$ cat src/rtl/core_reset_ce_sequencer.sv
// ---------------------------------------------------------------------------
// core_reset_ce_sequencer
//
// Purpose: clock-enable generation and core reset sequencing for a console
// core top level. One free-running divider feeds NUM_CE power-of-two clock
// enables. The reset sources (OSD reset, config change, ioctl download) are
// merged into one stretched core reset with a guaranteed hold time, and a
// sticky record of which source caused the last reset episode.
//
// Optional build macro: CE_PAUSE_EN
//   defined   -> adds pause_i; while high the divider freezes and all ce_o
//                are forced low. Reset sequencing is unaffected.
//   undefined -> no pause_i port; the divider always runs.
//
// Ports:
//   clk_sys        in   system clock
//   reset          in   async active-high reset (typically ~pll_locked)
//   pause_i        in   (CE_PAUSE_EN only) freeze divider / clock enables
//   ce_shift_i     in   per-channel log2 divide ratio, channel k at [k*SH_W +: SH_W]
//   cfg_i          in   watched config bits; any change forces a core reset
//   user_reset_i   in   OSD reset request, level
//   download_i     in   ioctl download active, level
//   ce_o           out  registered clock-enable pulses, one per channel
//   core_reset_o   out  active-high reset to the console core (registered)
//   reset_cause_o  out  sticky cause: [0] user, [1] cfg change, [2] download
// ---------------------------------------------------------------------------

// Per-channel enable: high whenever the low s divider bits are all zero,
// with s = min(shift, DIV_W). Channels therefore share the div==0 phase.
module core_reset_ce_chan #(
  parameter int DIV_W = 3,
  parameter int SH_W  = 2
) (
  input  logic             i_clk,
  input  logic             i_rst,
  input  logic             i_run,
  input  logic [DIV_W-1:0] i_div,
  input  logic [SH_W-1:0]  i_shift,
  output logic             o_ce
);
  logic [31:0]      w_s;
  logic [DIV_W-1:0] w_mask;
  logic             r_ce;

  // Clamp the requested shift so a wide shift field cannot ask for more
  // divider bits than exist.
  assign w_s = (32'(i_shift) > 32'(DIV_W)) ? 32'(DIV_W) : 32'(i_shift);

  always_comb begin
    w_mask = '0;
    for (int b = 0; b < DIV_W; b++)
      if (32'(b) < w_s) w_mask[b] = 1'b1;
  end

  always_ff @(posedge i_clk or posedge i_rst) begin
    if (i_rst) r_ce <= 1'b0;
    else       r_ce <= i_run && ((i_div & w_mask) == '0);
  end

  assign o_ce = r_ce;
endmodule

module core_reset_ce_sequencer #(
  parameter int NUM_CE   = 2,
  parameter int DIV_W    = 3,
  parameter int SH_W     = 2,
  parameter int CFG_W    = 5,
  parameter int RST_HOLD = 16,
  parameter int HOLD_W   = 8
) (
  input  logic                   clk_sys,
  input  logic                   reset,
`ifdef CE_PAUSE_EN
  input  logic                   pause_i,
`endif
  input  logic [NUM_CE*SH_W-1:0] ce_shift_i,
  input  logic [CFG_W-1:0]       cfg_i,
  input  logic                   user_reset_i,
  input  logic                   download_i,
  output logic [NUM_CE-1:0]      ce_o,
  output logic                   core_reset_o,
  output logic [2:0]             reset_cause_o
);
  typedef enum logic [1:0] {ST_ASSERT, ST_HOLD, ST_RUN} state_t;

  logic [DIV_W-1:0]  r_div;
  logic              w_run;
  logic [CFG_W-1:0]  r_cfg_q;
  logic              w_cfg_chg;
  logic [2:0]        w_src_vec;
  logic              w_src;
  state_t            r_state;
  logic [HOLD_W-1:0] r_hold_cnt;
  logic              r_core_reset;
  logic [2:0]        r_cause;
  logic [NUM_CE-1:0] w_ce;

`ifdef CE_PAUSE_EN
  assign w_run = ~pause_i;
`else
  assign w_run = 1'b1;
`endif

  // Divider keeps running through core reset so the core sees enables
  // while it is held in reset.
  always_ff @(posedge clk_sys or posedge reset) begin
    if (reset)      r_div <= '0;
    else if (w_run) r_div <= r_div + DIV_W'(1);
  end

  for (genvar k = 0; k < NUM_CE; k++) begin : g_ce
    core_reset_ce_chan #(.DIV_W(DIV_W), .SH_W(SH_W)) u_chan (
      .i_clk   (clk_sys),
      .i_rst   (reset),
      .i_run   (w_run),
      .i_div   (r_div),
      .i_shift (ce_shift_i[k*SH_W +: SH_W]),
      .o_ce    (w_ce[k])
    );
  end

  assign ce_o = w_ce;

  // Config change is a one-cycle strobe. cfg_q resets to 0, so a nonzero
  // cfg_i at release only lengthens the initial reset.
  always_ff @(posedge clk_sys or posedge reset) begin
    if (reset) r_cfg_q <= '0;
    else       r_cfg_q <= cfg_i;
  end

  assign w_cfg_chg = (r_cfg_q != cfg_i);
  assign w_src_vec = {download_i, w_cfg_chg, user_reset_i};
  assign w_src     = |w_src_vec;

  // Reset sequencer: ASSERT while any source is active, then RST_HOLD
  // quiet cycles in HOLD before releasing the core. Any source during HOLD
  // restarts the whole sequence.
  always_ff @(posedge clk_sys or posedge reset) begin
    if (reset) begin
      r_state      <= ST_ASSERT;
      r_hold_cnt   <= '0;
      r_core_reset <= 1'b1;
      r_cause      <= '0;
    end else begin
      case (r_state)
        ST_ASSERT: begin
          r_core_reset <= 1'b1;
          r_hold_cnt   <= '0;
          r_cause      <= r_cause | w_src_vec;
          if (!w_src) r_state <= ST_HOLD;
        end
        ST_HOLD: begin
          r_cause <= r_cause | w_src_vec;
          if (w_src) begin
            r_state      <= ST_ASSERT;
            r_hold_cnt   <= '0;
            r_core_reset <= 1'b1;
          end else if (r_hold_cnt == HOLD_W'(RST_HOLD - 1)) begin
            r_state      <= ST_RUN;
            r_hold_cnt   <= '0;
            r_core_reset <= 1'b0;
          end else begin
            r_hold_cnt   <= r_hold_cnt + HOLD_W'(1);
            r_core_reset <= 1'b1;
          end
        end
        ST_RUN: begin
          r_hold_cnt <= '0;
          if (w_src) begin
            // New episode: cause is reloaded, not accumulated.
            r_state      <= ST_ASSERT;
            r_core_reset <= 1'b1;
            r_cause      <= w_src_vec;
          end else begin
            r_core_reset <= 1'b0;
          end
        end
        default: begin
          r_state      <= ST_ASSERT;
          r_hold_cnt   <= '0;
          r_core_reset <= 1'b1;
        end
      endcase
    end
  end

  assign core_reset_o  = r_core_reset;
  assign reset_cause_o = r_cause;
endmodule
$ cat config.mk
export PLATFORM = sky130hd
export DESIGN_NAME = core_reset_ce_sequencer
export DESIGN_NICKNAME = d
export VERILOG_FILES = /design/src/rtl/core_reset_ce_sequencer.sv
export SDC_FILE = /design/constraint.sdc
export NUM_CORES = 1
export LEC_CHECK = 0
export CORE_MARGIN = 2
export CORE_UTILIZATION = 50
export DETAILED_ROUTE_END_ITERATION = 6
export DONT_BUFFER_PORTS = 1
export PLACE_DENSITY = 0.7
export SKIP_LAST_GASP = 1
export SYNTH_ARGS = -nofsm -noshare
export SYNTH_HDL_FRONTEND = slang
export SYNTH_SLANG_ARGS = --single-unit
$ cat constraint.sdc
create_clock -name clk_sys -period 1.55 [get_ports clk_sys]
set_input_delay 0.155 -clock clk_sys [delete_from_list [all_inputs] [get_ports clk_sys]]
set_output_delay 0.155 -clock clk_sys [all_outputs]
set_load 0.005 [all_outputs]
* Word-level counts from Yosys, hierarchy flattened *
Cells that the tools add are included.

word-level totals
  input port bits = 13
  register bits after elaboration = 24
  word-level logic and storage cells = 54
  output and inout port bits = 6

operators by class
  reduce and logical (&&, ||, !) cells = 8
  $lt $le $gt $ge = 6
  add/sub/neg operators = 2
  eq/ne operators = 7
  mux-type cells = 20
  bitwise operators = 3

operators by type and width
  kind                                                       number
  two-way mux 8 bit                                          3
  two-way mux 1 bit                                          9
  adder 8 x 1 -> 8 bit, second input constant                1
  == test 8 x 4 -> 1 bit, second input constant              1
  less-than comparator 1 x 2 -> 1 bit, first input constant  4
  two-way mux 2 bit                                          4
  AND 3 bit                                                  2
  logical NOT 3 bit                                          2
  case mux 2 bit (3 select lines)                            1
  case mux 3 bit (2 select lines)                            1
  != test 5 bit                                              1
  less-than comparator 2 bit, first input constant           2
  != test 2 bit, second input constant                       2
  adder 3 x 1 -> 3 bit, second input constant                1
  two-way mux 3 bit                                          1
  != test 3 bit, second input constant                       1
  bitwise OR 3 bit                                           1
  AND reduction 3 bit                                        1
  OR reduction 3 bit                                         1
  == test 2 x 1 -> 1 bit, second input constant              1
  == test 2 bit, second input constant                       1
  logical NOT 2 bit                                          1
  case mux 1 bit (2 select lines)                            1
  AND reduction 2 bit                                        1
  other kinds (2)                                            2

* Depth between registers and ports, before layout *
  depth after elaboration = 4
  gate-level depth with buffers = 6
  mapped depth without buffers = 6

* Cells and area by module *
Synthesis repeated with hierarchy kept, for this count alone.

unflattened totals
  cell total of the unflattened synthesis = 105
  area, all modules = 1123.6 sq um

by module, submodules not included
  module                   area each (sq um)  times used  cells each  sequential area each (sq um)
  core_reset_ce_sequencer  1018.5             1           93          551.8
  core_reset_ce_chan       52.6               2           6           25.0

* Worst setup path before layout *
OpenSTA, ideal clock, no wires.

  path type = flip-flop to flip-flop
  start = register r_hold_cnt[0]
  end = register r_hold_cnt[3]
  arrival time = 1555 ps
  stages on the path, launching flop included = 7
  required time = 1481 ps
  clock period less this slack = 1624 ps
  library setup time = 69 ps
  path slack = -74 ps
  path buffers = 1
  path through = dfrtp_1 -> ha_1 -> nand3_1 -> o21ai_2 -> or4_1 -> buf_4 -> nor2_2

between the ends
  longest elaborated chain between the ends = 4
  elaborated cells on any way between the ends = 5
  those cells by class = add/sub (1); eq/ne (1); mux (3)

ends and longest elaborated chain
  what                                                                   line      source
  from (decl)                                                            93        logic [HOLD_W-1:0] r_hold_cnt;
  from (signal assigned)                                                 163       r_hold_cnt <= r_hold_cnt + HOLD_W'(1);
  adder 8 x 1 -> 8 bit / == test 8 x 4 -> 1 bit (equally long branches)  163, 158
  two-way mux 8 bit *                                                    158       end else if (r_hold_cnt == HOLD_W'(RST_HOLD - 1)) begin
  two-way mux 8 bit *                                                    154       if (w_src) begin
  two-way mux 8 bit *                                                    145       case (r_state)

Every way passes the cells marked *; elsewhere a longest branch is shown, timed or not.
A chain may end at the register's enable or synchronous reset.

* Final worst setup path *
  start = register r_hold_cnt[6]
  end = register r_state[0]

between the ends
  longest elaborated chain between the ends = 3

ends and longest elaborated chain
  what                                  line  source
  == test 8 x 4 -> 1 bit                158
  != test 3 bit (no source line)        -
  AND reduction 3 bit (no source line)  -
  to (signal assigned)                  155   r_state <= ST_ASSERT;
  to (signal assigned)                  159   r_state <= ST_RUN;
  to (signal assigned)                  171   r_state <= ST_ASSERT;
  to (decl)                             92    state_t r_state;

No other way between the ends.

==> impl_results.html <==
<table>
<tr><th>Metric</th><th>Value</th></tr>
<tr><th colspan="2">CTS</th></tr>
<tr><td>CTS tree</td><td>built</td></tr>
<tr><td>Number of buffers inserted during clock tree synthesis</td><td>3</td></tr>
<tr><td>H-tree depth reported by CTS</td><td>1</td></tr>
<tr><td>Clk_lat worst skew</td><td>0.32 ns</td></tr>
<tr><td>Clock sink count</td><td>24</td></tr>
<tr><td>Clock-pin slew of the registers on the worst-case setup and hold paths</td><td>0.13 ns</td></tr>
<tr><td>Library cell used as clock root buffer</td><td>sky130_fd_sc_hd__clkbuf_4</td></tr>
<tr><td>Clock Tree Buf Depth</td><td>2</td></tr>
<tr><th colspan="2">Power</th></tr>
<tr><td>Worst VDD drop</td><td>724.3 uV</td></tr>
<tr><td>Internal power</td><td>1.067 mW</td></tr>
<tr><td>Clock group share of total power</td><td>31.7%</td></tr>
<tr><td>Switching portion of total power</td><td>24.62%</td></tr>
<tr><td>Switching power total</td><td>0.3484 mW</td></tr>
<tr><td>Leak Pwr</td><td>0.7310 nW</td></tr>
<tr><td>Share of total power in combinational logic</td><td>20.4%</td></tr>
<tr><td>Seq pwr share</td><td>48.0%</td></tr>
<tr><td>Post-layout total power</td><td>1.415 mW</td></tr>
<tr><td>Power per standard cell area</td><td>921.9 nW/um^2</td></tr>
<tr><th colspan="2">Layout</th></tr>
<tr><td>Register Area</td><td>601.8 um^2</td></tr>
<tr><td>Diode insertion count for antenna repair</td><td>0</td></tr>
<tr><td>Final-layout fill cell count</td><td>158</td></tr>
<tr><td>NumNets Final</td><td>155</td></tr>
<tr><td>Share of post-route cells with drive strength above 1</td><td>33.82%</td></tr>
<tr><td>Combined area of the multi-input logic cells</td><td>581.8 um^2</td></tr>
<tr><td>Finished layout cell area</td><td>1535 um^2</td></tr>
<tr><td>Area Growth Syn to Fin</td><td>29.57%</td></tr>
<tr><th colspan="2">Setup path</th></tr>
<tr><td>WS Path Type</td><td>reg2reg</td></tr>
<tr><td>Largest stage delay, worst path</td><td>0.57 ns</td></tr>
<tr><td>Worst Path Required</td><td>1.77 ns</td></tr>
<tr><td>Critical path's slowest cell</td><td>sky130_fd_sc_hd__or4_4</td></tr>
<tr><td>Critical path capture point type</td><td>flip-flop</td></tr>
<tr><td>Cells along the critical path</td><td>or4_4 &gt; o21ai_4 &gt; a2111oi_2 &gt; a211o_1</td></tr>
<tr><td>Startpoint class of the critical path</td><td>flip-flop</td></tr>
<tr><td>Arrival time worst endpoint</td><td>1.82 ns</td></tr>
<tr><td>Critical path peak fanout</td><td>3</td></tr>
<tr><th colspan="2">Floorplan</th></tr>
<tr><td>Horiz. Die Dim</td><td>52.68 um</td></tr>
<tr><td>Starting density of the core</td><td>53.05%</td></tr>
<tr><td>Core Rows</td><td>17</td></tr>
<tr><td>Total Die Area</td><td>2775 um^2</td></tr>
<tr><td>Die H</td><td>52.68 um</td></tr>
<tr><td>I/O pins</td><td>19</td></tr>
<tr><td>CORE AREA</td><td>2233 um^2</td></tr>
<tr><th colspan="2">GRT</th></tr>
<tr><td>Met3 track demand over resource</td><td>2.286%</td></tr>
<tr><td>GRT Residual Overflow</td><td>0</td></tr>
<tr><td>Wire length of the first global-routing pass</td><td>4050 um</td></tr>
<tr><td>Via count of the first global-routing pass</td><td>912</td></tr>
<tr><td>Pin count of the biggest net entering global routing</td><td>15</td></tr>
<tr><td>M2 GR Usage</td><td>34.58%</td></tr>
<tr><td>GR met1 Demand/Resource</td><td>26.37%</td></tr>
<tr><td>GR Util All Layers</td><td>20.53%</td></tr>
<tr><td>Busiest metal layer after global routing</td><td>met2</td></tr>
<tr><td>Initial antenna violation count</td><td>0</td></tr>
<tr><th colspan="2">Hold path</th></tr>
<tr><td>Min-delay worst type</td><td>in2reg</td></tr>
<tr><th colspan="2">STA</th></tr>
<tr><td>Min Clock Period, post-route</td><td>1.604 ns</td></tr>
<tr><td>Top achievable clock speed</td><td>623.4 MHz</td></tr>
<tr><td>Final-report max-slew violation count</td><td>0</td></tr>
<tr><td>Final setup viols</td><td>1</td></tr>
<tr><td>Transition time of the tightest slew-check pin</td><td>0.3735 ns</td></tr>
<tr><td>Ratio of final minimum period to clock period</td><td>103.5%</td></tr>
<tr><td>Max-Slew Margin vs Limit</td><td>75.07%</td></tr>
<tr><td>Unrepaired setup endpoints after global routing</td><td>yes</td></tr>
<tr><td>Final hold violation count</td><td>0</td></tr>
<tr><td>Final setup margin</td><td>-0.05420 ns</td></tr>
<tr><td>Worst clock skew</td><td>0.001337 ns</td></tr>
<tr><th colspan="2">Synthesis</th></tr>
<tr><td>Syn nets</td><td>126</td></tr>
<tr><td>Number of flops mapped to enable cells by yosys</td><td>0</td></tr>
<tr><td>Post-synthesis adder-cell area fraction</td><td>5.280%</td></tr>
<tr><td>Yosys top cell by area</td><td>sky130_fd_sc_hd__dfrtp_1</td></tr>
<tr><td>Synth async-reset ratio</td><td>100.0%</td></tr>
<tr><td>Portion of synthesized cell area occupied by the leading cell type</td><td>48.57%</td></tr>
<tr><td>Most area-consuming cells after synthesis</td><td>sky130_fd_sc_hd__dfrtp_1, sky130_fd_sc_hd__ha_1, sky130_fd_sc_hd__xor2_1</td></tr>
<tr><td>Dominant combinational cell family by area after synthesis</td><td>simple AND/OR/NAND/NOR gates</td></tr>
<tr><td>Share of the yosys chip area belonging to registers</td><td>50.79%</td></tr>
<tr><td>Synthesized area</td><td>1185 um^2</td></tr>
<tr><td>Count of distinct cell types in the synthesized netlist</td><td>34</td></tr>
<tr><td>Synthesized area per cell</td><td>10.97 um^2</td></tr>
<tr><td>Synth Area in Compound Gates</td><td>8.976%</td></tr>
<tr><td>Simple-gate portion of the synthesized area</td><td>18.59%</td></tr>
<tr><td>Proportion of synthesized area in mux cells</td><td>0.8448%</td></tr>
<tr><td>Dominant register cell in the synthesized netlist</td><td>sky130_fd_sc_hd__dfrtp_1</td></tr>
<tr><td>Total number of yosys warnings</td><td>0</td></tr>
<tr><td>Mapped Cells</td><td>108</td></tr>
<tr><td>Post-synthesis register bit count</td><td>24</td></tr>
<tr><td>Xor and xnor area share after synthesis</td><td>10.77%</td></tr>
<tr><th colspan="2">Routing</th></tr>
<tr><td>Vias post-DR</td><td>903</td></tr>
<tr><td>DRC errors left</td><td>0</td></tr>
<tr><td>Detailed-route wire length per cell</td><td>15.38 um</td></tr>
<tr><td>Via-to-Cell Ratio</td><td>5.506</td></tr>
<tr><td>Detailed Route Iter0 Violations</td><td>29</td></tr>
<tr><td>Count of TritonRoute iterations in the first routing pass</td><td>4</td></tr>
<tr><td>Overall routed net length</td><td>2522 um</td></tr>
<tr><td>DRT antenna net count</td><td>0</td></tr>
<tr><th colspan="2">Status</th></tr>
<tr><td>Status</td><td>complete, but fails checks</td></tr>
<tr><td>Violated checks</td><td>negative setup slack</td></tr>
<tr><th colspan="2">Placement</th></tr>
<tr><td>Input/output buffers</td><td>0</td></tr>
<tr><td>Post-detail-place hpwl</td><td>1644 um</td></tr>
<tr><td>Area after DPL</td><td>1348 um^2</td></tr>
<tr><td>RePlAce Congestion</td><td>0.7682</td></tr>
<tr><th colspan="2">Flow run</th></tr>
<tr><td>MaxCap Viol Count</td><td>0</td></tr>
</table>
[cells in the mapped netlist, types with 2 or more instances]
master,n
sky130_fd_sc_hd__nand2_1,4
sky130_fd_sc_hd__a21oi_1,3
sky130_fd_sc_hd__and3_1,5
sky130_fd_sc_hd__o21ai_0,5
sky130_fd_sc_hd__nor2_2,6
sky130_fd_sc_hd__dfrtp_1,23
sky130_fd_sc_hd__xnor2_1,3
sky130_fd_sc_hd__inv_1,9
sky130_fd_sc_hd__and2_1,2
sky130_fd_sc_hd__nor2_1,8
sky130_fd_sc_hd__xor2_1,6
sky130_fd_sc_hd__nand4_1,2
sky130_fd_sc_hd__ha_1,5
sky130_fd_sc_hd__nand3_1,2
sky130_fd_sc_hd__buf_4,3
sky130_fd_sc_hd__xnor2_2,3
sky130_fd_sc_hd__a21o_1,2
[worst max-delay path: cells and delay by family, from the launching register on]
family / cells / cell delay, ns
AOI/OAI and AO/OA: 3 / 0.53
and+or+nand+nor: 1 / 0.57
DFF: 1 / 0.41
[routing by layer]
layer	vias up	routed length, um	part of all wire (%)
met5	-	0	0
met4	0	62	2.5
met3	7	112	4.4
met2	31	1278	51
met1	448	1068	42
li1	417	-	-
[what timing repair did]
| item | in CTS | in global routing |
|---|---|---|
| gates resized for setup | 7 | 5 |
| endpoints found under the setup margin | 9 | 13 |
| hold endpoints to repair | 17 | 1 |
| hold buffers | 10 | 1 |
| setup buffers | 1 | 1 |
| pin swaps | 5 | 9 |
[power groups by stage]
| stage | Clock (mW) | Combinational (mW) | Sequential [mW] |
|---|---|---|---|
| floorplan | 0 | 0.153 | 0.690 |
| detailed placement | 0 | 0.213 | 0.693 |
| global route | 0.463 | 0.312 | 0.682 |
| CTS | 0.451 | 0.267 | 0.681 |
| finish | 0.448 | 0.288 | 0.679 |
| global placement | 0 | 0.210 | 0.691 |
[stage by stage]
step | utilization (%) | std cells | hold slack [ns] | TNS (ns) | setup WS, ns
2_1_floorplan | - | 108 | 0.1689 | 0 | 0.007678
5_1_grt | 68.74 | 164 | 0.01265 | -0.1180 | -0.09829
6_report | 68.74 | 164 | 0.004212 | -0.05420 | -0.05420
4_1_cts | 67.56 | 162 | 0.0005849 | -0.03178 | -0.03178
3_3_place_gp | 60.34 | 148 | 0.03911 | -0.1755 | -0.02843
3_5_place_dp | 60.34 | 148 | 0.04658 | -0.5693 | -0.09155
[cell usage in the layout, fill, tap and decap left out, drive strengths merged, types with 2 or more instances in the layout]
cell type / netlist / layout
o21ai: 6 / 6
nand2: 4 / 4
and2: 2 / 2
or4: 2 / 2
dfrtp: 23 / 23
a21o: 2 / 2
ha: 5 / 5
dlygate4sd3: 0 / 11
buf: 3 / 16
nand4: 2 / 2
clkbuf: 0 / 3
nor2: 14 / 14
nand3: 3 / 3
and3: 5 / 5
a21oi: 3 / 3
xor2: 6 / 6
xnor2: 6 / 6
inv: 9 / 9
[registers in the layout (all words and copies together), names as in the netlist]
| signal | flops |
|---|---|
| core_reset_o | 1 |
| r_hold_cnt | 8 |
| r_cfg_q | 5 |
| r_div | 3 |
| r_state | 2 |
| g_ce.u_chan.o_ce | 2 |
| reset_cause_o | 3 |
[cell families (layout without fill, tap and decap cells)]
logic type	Yosys count	count (layout)
flops	24	24
mux	1	1
xor+xnor	12	12
buf+inv	12	40
fa+ha+maj	5	5
simple gates	38	38
compound gates	16	16
[area by class of cell]
cell class              instances  area share [%]
inverters                       9           2.200
repair buffers                 27           15.00
clock buffers                   3           1.467
clock inverters                 1           1.956
well taps                      28           2.282
flip-flops and latches         24           39.20
multi-input cells              72           37.90
[path summary, 6_finish.rpt]
kind / from / end / slack [ns] / cells after the start
hold reg to reg: r_div[0] / r_div[0] / 0.48 / 1
min in group asynchronous: reset / g_ce[0].u_chan.o_ce / 0.24 / 2
setup reg to reg: r_hold_cnt[6] / r_state[0] / -0.05 / 4
setup / recovery: r_hold_cnt[6] / r_state[0] / -0.05 / 4
hold / removal: ce_shift_i[3] / g_ce[1].u_chan.o_ce / 0.004 / 3
max in group asynchronous: reset / r_state[0] / 0.80 / 3
Note: power is estimated with default switching activity, not from simulation.
